===== config.mk =====
export PLATFORM = sky130hd
export DESIGN_NAME = adc_channel_scheduler_flat
export DESIGN_NICKNAME = d
export VERILOG_FILES = /design/src/rtl/adc_channel_scheduler_if.sv /design/src/rtl/adc_channel_scheduler.sv /design/src/flat_wrapper.sv
export SDC_FILE = /design/constraint.sdc
export NUM_CORES = 1
export LEC_CHECK = 0
export CAP_MARGIN = 20
export CORE_MARGIN = 5
export CORE_UTILIZATION = 28
export DETAILED_ROUTE_END_ITERATION = 10
export PLACE_DENSITY = 0.58
export SETUP_SLACK_MARGIN = 0.1
export SLEW_MARGIN = 30
export SYNTH_ARGS = -nofsm -noshare
export SYNTH_HDL_FRONTEND = slang
export SYNTH_SLANG_ARGS = --single-unit

===== constraint.sdc =====
create_clock -name clk -period 3.09 [get_ports clk]
set_input_delay 0.618 -clock clk [delete_from_list [all_inputs] [get_ports clk]]
set_output_delay 0.618 -clock clk [all_outputs]
set_load 0.005 [all_outputs]

===== src/rtl/adc_channel_scheduler_if.sv =====
// Bus between the ADC front-end / result consumers and the channel scheduler.
// The slave side is the scheduler; the master side drives mask, samples and reads.
interface adc_channel_scheduler_if;
    logic [15:0] ch_enable;
    logic [3:0]  channel;
    logic        new_sample;
    logic [9:0]  sample;
    logic [3:0]  sample_channel;
    logic [3:0]  rd_sel;
    logic [9:0]  rd_data;
    logic [15:0] ch_valid;
    logic        sample_strobe;
    logic [3:0]  sample_ch;
    logic [9:0]  sample_out;
    logic        timeout_err;
    logic [3:0]  err_ch;
    logic        err_clr;

    modport slave (
        input  ch_enable, new_sample, sample, sample_channel, rd_sel, err_clr,
        output channel, rd_data, ch_valid, sample_strobe, sample_ch, sample_out,
               timeout_err, err_ch
    );

    modport master (
        output ch_enable, new_sample, sample, sample_channel, rd_sel, err_clr,
        input  channel, rd_data, ch_valid, sample_strobe, sample_ch, sample_out,
               timeout_err, err_ch
    );
endinterface


===== src/rtl/adc_channel_scheduler.sv =====
// Round-robin ADC channel sequencer: selects the mux channel, drops settling
// samples, captures one sample per visit into a result bank, flags stalled visits.
module adc_channel_scheduler #(
    parameter int unsigned NUM_CH  = 4,
    parameter int unsigned DISCARD = 1,
    parameter int unsigned TIMEOUT = 1023
) (
    input  logic                      clk,
    input  logic                      rst,
    adc_channel_scheduler_if.slave    bus
);

    localparam int unsigned CH_W   = 4;
    localparam int unsigned SMP_W  = 10;
    localparam int unsigned MASK_W = 16;
    localparam int unsigned CNT_W  = 16;
    localparam int unsigned BANK_N = 16;
    localparam logic [MASK_W-1:0] CH_MASK = MASK_W'((64'd1 << NUM_CH) - 64'd1);

    typedef enum logic [1:0] {
        ST_IDLE,
        ST_SEEK,
        ST_DISCARD,
        ST_WAIT
    } state_t;

    localparam state_t ST_VISIT = (DISCARD > 0) ? ST_DISCARD : ST_WAIT;

    state_t             r_state;
    logic [CH_W-1:0]    r_channel;
    logic [CH_W-1:0]    r_last;
    logic [CNT_W-1:0]   r_cnt;
    logic [CH_W-1:0]    r_disc;
    logic [SMP_W-1:0]   r_bank [BANK_N];
    logic [MASK_W-1:0]  r_ch_valid;
    logic               r_strobe;
    logic [CH_W-1:0]    r_sample_ch;
    logic [SMP_W-1:0]   r_sample_out;
    logic               r_err;
    logic [CH_W-1:0]    r_err_ch;

    logic [MASK_W-1:0]  w_mask;
    logic               w_qual;
    logic               w_cur_en;
    logic               w_timeout;
    logic               w_found;
    logic [CH_W-1:0]    w_next_ch;
    logic [CH_W-1:0]    w_idx;

    assign w_mask    = bus.ch_enable & CH_MASK;
    assign w_qual    = bus.new_sample && (bus.sample_channel == r_channel);
    assign w_cur_en  = w_mask[r_channel];
    assign w_timeout = (r_cnt == CNT_W'(TIMEOUT));

    // First enabled channel after the last-served one, wrapping back to it.
    always_comb begin
        w_found   = 1'b0;
        w_next_ch = r_last;
        w_idx     = '0;
        for (int unsigned k = 1; k <= NUM_CH; k++) begin
            w_idx = CH_W'((32'(r_last) + k) % NUM_CH);
            if (!w_found && w_mask[w_idx]) begin
                w_found   = 1'b1;
                w_next_ch = w_idx;
            end
        end
    end

    always_ff @(posedge clk) begin
        if (rst) begin
            r_state      <= ST_IDLE;
            r_channel    <= '0;
            r_last       <= CH_W'(NUM_CH - 1);
            r_cnt        <= '0;
            r_disc       <= '0;
            r_ch_valid   <= '0;
            r_strobe     <= 1'b0;
            r_sample_ch  <= '0;
            r_sample_out <= '0;
            r_err        <= 1'b0;
            r_err_ch     <= '0;
            for (int i = 0; i < BANK_N; i++) begin
                r_bank[i] <= '0;
            end
        end else begin
            r_strobe <= 1'b0;
            // A timeout raised in this same cycle overrides the clear below.
            if (bus.err_clr) begin
                r_err <= 1'b0;
            end
            case (r_state)
                ST_IDLE: begin
                    if (|w_mask) begin
                        r_state <= ST_SEEK;
                    end
                end
                ST_SEEK: begin
                    r_cnt  <= '0;
                    r_disc <= '0;
                    if (w_found) begin
                        r_channel <= w_next_ch;
                        r_state   <= ST_VISIT;
                    end else begin
                        r_state <= ST_IDLE;
                    end
                end
                ST_DISCARD, ST_WAIT: begin
                    r_cnt <= r_cnt + CNT_W'(1);
                    if (!w_cur_en) begin
                        r_last  <= r_channel;
                        r_state <= ST_SEEK;
                    end else if (w_qual && (r_state == ST_DISCARD)) begin
                        if (r_disc == CH_W'(DISCARD - 1)) begin
                            r_state <= ST_WAIT;
                            r_cnt   <= '0;
                        end else begin
                            r_disc <= r_disc + CH_W'(1);
                        end
                    end else if (w_qual) begin
                        r_bank[r_channel]     <= bus.sample;
                        r_sample_out          <= bus.sample;
                        r_sample_ch           <= r_channel;
                        r_ch_valid[r_channel] <= 1'b1;
                        r_strobe              <= 1'b1;
                        r_last                <= r_channel;
                        r_state               <= ST_SEEK;
                    end else if (w_timeout) begin
                        r_err    <= 1'b1;
                        r_err_ch <= r_channel;
                        r_last   <= r_channel;
                        r_state  <= ST_SEEK;
                    end
                end
                default: r_state <= ST_IDLE;
            endcase
        end
    end

    always_comb begin
        bus.rd_data = '0;
        if (32'(bus.rd_sel) < NUM_CH) begin
            bus.rd_data = r_bank[bus.rd_sel];
        end
    end

    assign bus.channel       = r_channel;
    assign bus.ch_valid      = r_ch_valid;
    assign bus.sample_strobe = r_strobe;
    assign bus.sample_ch     = r_sample_ch;
    assign bus.sample_out    = r_sample_out;
    assign bus.timeout_err   = r_err;
    assign bus.err_ch        = r_err_ch;

endmodule

===== src/flat_wrapper.sv =====
// flat-port wrapper written by rule: the top's interface ports become plain ports
module adc_channel_scheduler_flat 
#(
    parameter int unsigned NUM_CH  = 4,
    parameter int unsigned DISCARD = 1,
    parameter int unsigned TIMEOUT = 1023
)
  (clk, rst, bus_ch_enable, bus_new_sample, bus_sample, bus_sample_channel, bus_rd_sel, bus_err_clr, bus_channel, bus_rd_data, bus_ch_valid, bus_sample_strobe, bus_sample_ch, bus_sample_out, bus_timeout_err, bus_err_ch);
  adc_channel_scheduler_if bus_i ();
  input  logic clk;
  input  logic rst;
  input wire logic [$bits(bus_i.ch_enable)-1:0] bus_ch_enable;
  input wire logic [$bits(bus_i.new_sample)-1:0] bus_new_sample;
  input wire logic [$bits(bus_i.sample)-1:0] bus_sample;
  input wire logic [$bits(bus_i.sample_channel)-1:0] bus_sample_channel;
  input wire logic [$bits(bus_i.rd_sel)-1:0] bus_rd_sel;
  input wire logic [$bits(bus_i.err_clr)-1:0] bus_err_clr;
  output wire logic [$bits(bus_i.channel)-1:0] bus_channel;
  output wire logic [$bits(bus_i.rd_data)-1:0] bus_rd_data;
  output wire logic [$bits(bus_i.ch_valid)-1:0] bus_ch_valid;
  output wire logic [$bits(bus_i.sample_strobe)-1:0] bus_sample_strobe;
  output wire logic [$bits(bus_i.sample_ch)-1:0] bus_sample_ch;
  output wire logic [$bits(bus_i.sample_out)-1:0] bus_sample_out;
  output wire logic [$bits(bus_i.timeout_err)-1:0] bus_timeout_err;
  output wire logic [$bits(bus_i.err_ch)-1:0] bus_err_ch;
  assign bus_i.ch_enable = bus_ch_enable;
  assign bus_i.new_sample = bus_new_sample;
  assign bus_i.sample = bus_sample;
  assign bus_i.sample_channel = bus_sample_channel;
  assign bus_i.rd_sel = bus_rd_sel;
  assign bus_i.err_clr = bus_err_clr;
  assign bus_channel = bus_i.channel;
  assign bus_rd_data = bus_i.rd_data;
  assign bus_ch_valid = bus_i.ch_valid;
  assign bus_sample_strobe = bus_i.sample_strobe;
  assign bus_sample_ch = bus_i.sample_ch;
  assign bus_sample_out = bus_i.sample_out;
  assign bus_timeout_err = bus_i.timeout_err;
  assign bus_err_ch = bus_i.err_ch;
  adc_channel_scheduler #(.NUM_CH(NUM_CH), .DISCARD(DISCARD), .TIMEOUT(TIMEOUT)) u_core (.clk(clk), .rst(rst), .bus(bus_i));
endmodule

==> reports/qor.csv, run 1 <==
stage,metric,value,unit
pwr,power-per-cell-area,480,mW/mm2
global_route,grt.total_usage,0.120,
route,wl_per_cell,15.2,um
setup_path,critical_path.endpoint,bus_rd_data[5],
synthesis,post_synth.cell_area_avg,11.3,um2
setup_path,cpPeakStageDelay,0.50,ns
synthesis,number_of_register_bits_inferred_by_synthesis,104,
route,drt-pass1-iter-count,4,
pwr,power_report.internal_total,2200,uW
timing,post-route-period-util,0.941,
route,route.detailed.vias_per_inst,4.59,
synthesis,syn_nets,448,
clocking,max-clock-path-buffers,2,
job,max_cap_violations,0,
route,detailedRoute.firstIterationViolations,178,
setup_path,timing.critical_path.arrival,2.29,ns
timing,worst_hold_slack,0.458,ns
status,outcome,"complete, no violations",
setup_path,timing.critical_path.from,bus_rd_sel[0],
setup_path,setup.worst_path.start_class,input port,
floorplan,chipHeight,138,um
route,routed_wirelength,10.8,mm
placed_design,gpl.final_weighted_congestion,0.773,
pwr,swShare,0.232,
global_route,grt_start_max_net_pins,28,
floorplan,design.core.area,0.0159,mm2
floorplan,ports_placed_on_the_boundary,88,
pwr,pwr-share-seq,0.513,
floorplan,initial_utilization,0.287,
clocking,cts_root_buf,sky130_fd_sc_hd__clkbuf_16,
setup_path,crit_path_end_kind,primary output,
placed_design,place.detailed.hpwl,7.72,mm
floorplan,die-width,138,um
floorplan,fp-row-count,46,
layout,diodes,0,
clocking,cts_hold_repair.buffers,0,
synthesis,synthesis.instances,407,
global_route,overflow,0,
pwr,worst_ir_drop_vdd,256,uV
placed_design,place.port_buffers,75,
setup_path,reg2reg_slack,0.84,ns
pwr,switchingPower,666,uW
timing,report.final.setup_viol,0,
synthesis,ys_seq_area_frac,0.542,
timing,unrepaired_setup_endpoints_after_global_routing,false,
setup_path,critical_register_to_register_path_endpoint,u_core.r_bank[1][3],
route,vias,3262,
synthesis,post-synth-top-count-cell,sky130_fd_sc_hd__dfxtp_1,
synthesis,yosysTopAreaCell,sky130_fd_sc_hd__dfxtp_1,
layout,final.fill_count,1597,
synthesis,synth.cell_area,0.00458,mm2
clocking,cts_tree,yes,
clocking,post-cts-setup-buffer-count,0,
synthesis,synth_top_cells_by_area,"sky130_fd_sc_hd__dfxtp_1 28%, sky130_fd_sc_hd__edfxtp_1 26%, sky130_fd_sc_hd__and2_1 5.9%",
global_route,grt_pass1_wl,17.6,mm
timing,post-route-min-period,2.91,ns
timing,worst_slew_margin_rel,0.525,
timing,totalNegativeSetupSlack,0,ns
global_route,grt_antenna_before_repair,0,
route,detail-route-antenna-nets,0,
pwr,p_leak,0.00225,uW
setup_path,worstPathRequired,2.47,ns
clocking,cts.sinks,104,
synthesis,yosys.cell_types.count,58,
setup_path,critical_path.slowest_cell,sky130_fd_sc_hd__mux4_2,
clocking,clk_transition_reported_paths,0.07,ns
layout,area_delta_synth_final,30.1,%
setup_path,timing.critical_path.cells,dlygate4sd2_1 > bufbuf_16 > mux4_2 > nor2b_1 > clkdlybuf4s50_1,
layout,final_nets,531,
clocking,clock_tree.htree_level_count,3,
pwr,power.combinational.fraction,0.081,
timing,finClkSkew,0.00618,ns
layout,layout_cells_sized_above_1,0.131,
setup_path,worst-path-max-fanout,5,
timing,timing_hold_violations_final,0,
timing,maxSlewViolCount,0,
setup_path,worst_r2r_path_depth,5,
synthesis,synth_top_area_frac,0.280,
timing,achievable-frequency,344,MHz
clocking,cts_buffers,9,
synthesis,postSynth.asyncResetShare,0,
global_route,vias_in_the_first_global_route,3349,
setup_path,worst_r2r_startpoint,u_core.bus.channel[0],
synthesis,yosys_warnings,0,
floorplan,die_area,0.0190,mm2
synthesis,leading_post_synthesis_cells_by_instance_count,"64 x sky130_fd_sc_hd__dfxtp_1, 43 x sky130_fd_sc_hd__and2_1, 40 x sky130_fd_sc_hd__edfxtp_1",
setup_path,worstSetupPathType,in2out,
clocking,worst_skew_pair.late_latency,0.35,ns
hold_path,hold_class,reg2reg,
timing,worstMarginPinSlew,0.708,ns
synthesis,synth_enable_flop_cells,40,
synthesis,postSynth.topFlopCell,sky130_fd_sc_hd__dfxtp_1,
pwr,power.clock.fraction,0.405,
route,route.detailed.drc,0,
metal layers:
| layer | vias to the layer above | GRT usage | share of wire |
|---|---|---|---|
| met2 | 59 | 0.206 | 0.49 |
| li1 | 1622 | - | - |
| met1 | 1567 | 0.146 | 0.44 |
| met5 | - | 0 | 0 |
| met4 | 0 | 0.0318 | 0.012 |
| met3 | 14 | 0.0388 | 0.055 |
sequential cells by signal (all words and copies together), names as in the netlist:
| signal | flops |
|---|---|
| u_core.bus.err_ch | 4 |
| u_core.bus.sample_ch | 4 |
| u_core.bus.timeout_err | 1 |
| u_core.r_state | 2 |
| u_core.r_cnt | 16 |
| u_core.bus.ch_valid | 16 |
| u_core.bus.sample_strobe | 1 |
| u_core.r_disc | 4 |
| u_core.bus.sample_out | 10 |
| u_core.r_bank | 40 |
| u_core.r_last | 2 |
| u_core.bus.channel | 4 |
power by group through the flow:
| stage | Clock (uW) | Combinational [uW] | Sequential (uW) |
|---|---|---|---|
| detailed placement | 0 | 230 | 1500 |
| global route | 1260 | 255 | 1480 |
| global placement | 0 | 226 | 1500 |
| CTS | 1200 | 236 | 1470 |
| floorplan | 0 | 136 | 1490 |
| finish | 1160 | 232 | 1470 |
repair_timing:
| action | in CTS | in global routing |
|---|---|---|
| hold endpoints to repair | 0 | 0 |
| endpoints found under the setup margin | 10 | 0 |
| resized for setup | 1 | 0 |
placed cells by master (no fill, tap or decap), types with 4 or more instances in the layout:
cell | synthesis | final
sky130_fd_sc_hd__or2_2 | 5 | 5
sky130_fd_sc_hd__clkdlybuf4s50_1 | 0 | 73
sky130_fd_sc_hd__and2_1 | 43 | 43
sky130_fd_sc_hd__o21ai_0 | 14 | 14
sky130_fd_sc_hd__dfxtp_1 | 64 | 64
sky130_fd_sc_hd__a21o_1 | 4 | 4
sky130_fd_sc_hd__nand4_1 | 9 | 9
sky130_fd_sc_hd__nor2_1 | 37 | 37
sky130_fd_sc_hd__nand2_1 | 16 | 16
sky130_fd_sc_hd__buf_4 | 1 | 16
sky130_fd_sc_hd__inv_1 | 6 | 6
sky130_fd_sc_hd__mux4_2 | 11 | 11
sky130_fd_sc_hd__nor3_1 | 4 | 4
sky130_fd_sc_hd__nor2b_1 | 25 | 25
sky130_fd_sc_hd__clkbuf_16 | 0 | 9
sky130_fd_sc_hd__a21oi_1 | 10 | 10
sky130_fd_sc_hd__nor3b_1 | 5 | 5
sky130_fd_sc_hd__and3_1 | 5 | 5
sky130_fd_sc_hd__edfxtp_1 | 40 | 40
sky130_fd_sc_hd__mux2i_1 | 15 | 15
sky130_fd_sc_hd__nand3_1 | 16 | 16
sky130_fd_sc_hd__xnor2_1 | 7 | 7
sky130_fd_sc_hd__a22oi_1 | 5 | 5
through the flow:
step	setup slack [ns]	cell area (um2)	util	power (uW)	instances
after detailed placement	0.0489	5630	0.353	1730	694
after CTS	0.148	5960	0.374	2910	711
after global routing	0.103	5960	0.374	2990	711
after global placement	0.0544	5630	0.353	1730	694
final	0.183	5960	0.374	2860	711
after floorplan	0.373	4580	-	1620	407
how the worst min path moves through the flow:
stage                           startpoint                      to  cells past startpoint
floorplan           u_core.bus.ch_valid[2]  u_core.bus.ch_valid[2]                      1
global placement    u_core.bus.ch_valid[3]  u_core.bus.ch_valid[3]                      1
detailed placement  u_core.bus.ch_valid[3]  u_core.bus.ch_valid[3]                      1
CTS                 u_core.bus.ch_valid[3]  u_core.bus.ch_valid[3]                      1
global route        u_core.bus.ch_valid[9]  u_core.bus.ch_valid[9]                      1
finish              u_core.bus.ch_valid[3]  u_core.bus.ch_valid[3]                      1
critical path, delay by kind of cell:
kind                   cells  cell delay [ns]
buffers and inverters      3             1.03
muxes                      1             0.50
and+or+nand+nor            1             0.14
cell type report:
cell class	instances	area [um2]	share of cell area
inverter	7	26.3	0.00441
clock inverter	7	76.3	0.0128
multi-input combinational	274	1940	0.326
timing repair buffer	94	937	0.157
tap	216	270	0.0453
clock buffer	9	225	0.0378
sequential	104	2480	0.416
kinds of logic after synthesis:
group | after synthesis | share of synthesized area
xor gates and xnor gates | 9 | 0.0172
buffers and inverters | 29 | 0.0339
and+or+nand+nor | 185 | 0.235
muxes | 26 | 0.0868
AOI/OAI and AO/OA | 51 | 0.0767
adders and majority gates | 3 | 0.00819
DFF | 104 | 0.542
(Power assumes the default switching activity.)
==> run 2: changes to the inputs <==
- CTS_CLUSTER_SIZE: unset -> 14
==> results of run 2 <==
No change in the layout: final DEF, timing and power equal those of run 1.
==> run 3: changes to the inputs <==
- CTS_CLUSTER_DIAMETER: unset -> 50
- REMOVE_ABC_BUFFERS: unset -> 1
==> run 3 against run 2 <==
Via count grew 2.9%. Sequential share of layout area grew 0.070 points. Routed wire length grew 0.38%. Clock power shrank 5%. Hold slack lost 0.0035 ns. Maximum frequency grew 0.96%. Combinational power grew 3%. Non-clock buffer count grew 3. Final area shrank 0.17%. Worst setup slack gained 0.028 ns.
==> reports/qor.csv, run 3 (synthesis results as in run 1) <==
stage,metric,value,unit,change
clocking,post-cts-setup-buffer-count,0,,unchanged
setup_path,timing.critical_path.cells,dlygate4sd2_1 > bufbuf_16 > mux4_2 > nor2b_1 > clkdlybuf4s50_1,,
layout,final_design_area_no_fill,0.00595,mm2,-0.17%
global_route,grt_antenna_before_repair,0,,unchanged
status,outcome,"complete, no violations",,
timing,totalNegativeSetupSlack,0,ns,unchanged
timing,post-route-min-period,2.88,ns,-0.0276 ns
layout,registers.top_by_ff_count,u_core.r_bank,,
setup_path,crit_path_end_kind,primary output,,
global_route,grt_start_max_net_pins,30,,+7.1%
floorplan,initial_utilization,0.287,,unchanged
clocking,cts_tree,yes,,
timing,timing_hold_violations_final,0,,unchanged
route,detailedRoute.firstIterationViolations,179,,+0.56%
timing,worst_slew_margin_rel,0.536,,+0.0103
route,wl_per_cell,15.2,um,about the same
setup_path,timing.critical_path.arrival,2.26,ns,-0.03 ns
pwr,power-per-cell-area,472,mW/mm2,-1.8%
floorplan,ports_placed_on_the_boundary,88,,unchanged
floorplan,chipHeight,138,um,unchanged
pwr,report.power.total,2810,uW,-2.0%
layout,layout_cells_sized_above_1,0.127,,-0.00481
job,max_cap_violations,0,,unchanged
setup_path,worstPathRequired,2.47,ns,about the same
setup_path,critical_path.slowest_cell,sky130_fd_sc_hd__mux4_2,,
timing,achievable-frequency,347,MHz,+0.96%
timing,finClkSkew,0.00909,ns,+0.00291 ns
route,detail-route-antenna-nets,0,,unchanged
route,vias,3355,,+2.9%
setup_path,worstSetupPathType,in2out,,
pwr,p_leak,0.00225,uW,-0.20%
clocking,cts_resized,1,,unchanged
timing,maxSlewViolCount,0,,unchanged
layout,area_delta_synth_final,29.9,%,
route,drt-pass1-iter-count,4,,unchanged
global_route,grt.total_usage,0.118,,-0.00241
setup_path,setup.worst_path.start_class,input port,,
layout,final_common_cell,sky130_fd_sc_hd__clkdlybuf4s50_1,,
placed_design,gpl.final_weighted_congestion,0.805,,+4.1%
route,route.detailed.vias_per_inst,4.70,,+2.4%
floorplan,design.core.area,0.0159,mm2,unchanged
clocking,clock_tree.htree_level_count,3,,unchanged
global_route,grt_pass1_wl,17.2,mm,-2.0%
global_route,overflow,0,,unchanged
route,routed_wirelength,10.9,mm,+0.38%
clocking,max-clock-path-buffers,2,,unchanged
timing,worstMarginPinSlew,0.693,ns,-0.0154 ns
setup_path,worst-path-max-fanout,5,,unchanged
setup_path,cpPeakStageDelay,0.48,ns,-0.02 ns
floorplan,fp-row-count,46,,unchanged
placed_design,placed_cell_area,0.00564,mm2,+0.18%
clocking,cts.sinks,104,,unchanged
route,route.detailed.drc,0,,unchanged
pwr,worst_ir_drop_vdd,257,uV,about the same
clocking,cts_buffers,9,,unchanged
clocking,clk_transition_reported_paths,0.07,ns,about the same
global_route,vias_in_the_first_global_route,3422,,+2.2%
placed_design,place.detailed.hpwl,7.58,mm,-1.8%
placed_design,place.port_buffers,75,,unchanged
clocking,worst_skew_pair.late_latency,0.34,ns,about the same
timing,post-route-period-util,0.932,,-0.00894
clocking,cts_root_buf,sky130_fd_sc_hd__clkbuf_16,,
layout,final_nets,534,,+0.56%
floorplan,die_area,0.0190,mm2,unchanged
floorplan,die-width,138,um,unchanged
layout,layout.cells.most_common_list,"73 x sky130_fd_sc_hd__clkdlybuf4s50_1, 64 x sky130_fd_sc_hd__dfxtp_1, 43 x sky130_fd_sc_hd__and2_1",,
layout,diodes,0,,unchanged
timing,report.final.setup_viol,0,,unchanged
layout,flip_flop_count_of_the_largest_register_after_layout,40,,unchanged
hold_path,hold_class,reg2reg,,
clocking,cts_hold_repair.buffers,0,,unchanged
layout,final.fill_count,1571,,-1.6%
timing,unrepaired_setup_endpoints_after_global_routing,false,,
run 3: metal layers:
metal | up-vias | global-route usage | wire length [um]
li1 | 1619 | - | -
met5 | - | 0 | 0
met1 | 1640 | 0.142 | 4710
met4 | 0 | 0.0307 | 99
met3 | 8 | 0.0406 | 659
met2 | 88 | 0.202 | 5380
run 3: area by class of cell:
cell class / instances / area (um2) / area share
flip-flops and latches: 104 / 2480 / 0.417
inverters: 7 / 26.3 / 0.00441
clock buffers: 12 / 236 / 0.0397
repair buffers: 97 / 947 / 0.159
well taps: 216 / 270 / 0.0454
clock inverters: 4 / 45.0 / 0.00757
multi-input cells: 274 / 1940 / 0.327
run 3: final timing paths:
kind	slack (ns)	end	from	depth (start not counted)
max	0.21	bus_rd_data[9]	bus_rd_sel[0]	5
min	0.45	u_core.bus.ch_valid[2]	u_core.bus.ch_valid[2]	1
max reg2reg	0.71	u_core.r_bank[2][6]	u_core.r_state[1]	4
min reg2reg	0.45	u_core.bus.ch_valid[2]	u_core.bus.ch_valid[2]	1
run 3: report_power, final:
part | internal [uW] | switching [uW] | total [uW]
combinational | 120 | 118 | 238
clock | 624 | 473 | 1100
sequential | 1450 | 23.8 | 1470
total | 2190 | 616 | 2810
run 3: worst max-delay path, delay by kind of cell:
kind / cells / cell delay (ns)
buffers and inverters: 3 / 1.01
multiplexers: 1 / 0.48
AND/OR/NAND/NOR: 1 / 0.14
run 3: through the flow:
step                      hold slack [ns]  worst slack (ns)  cells  utilization
after global routing                0.476             0.145    714        0.373
after detailed placement            0.444            0.0272    697        0.354
after CTS                           0.461             0.193    714        0.373
after floorplan                     0.451             0.256    385            -
after global placement              0.441            0.0650    697        0.354
final                               0.455             0.211    714        0.373
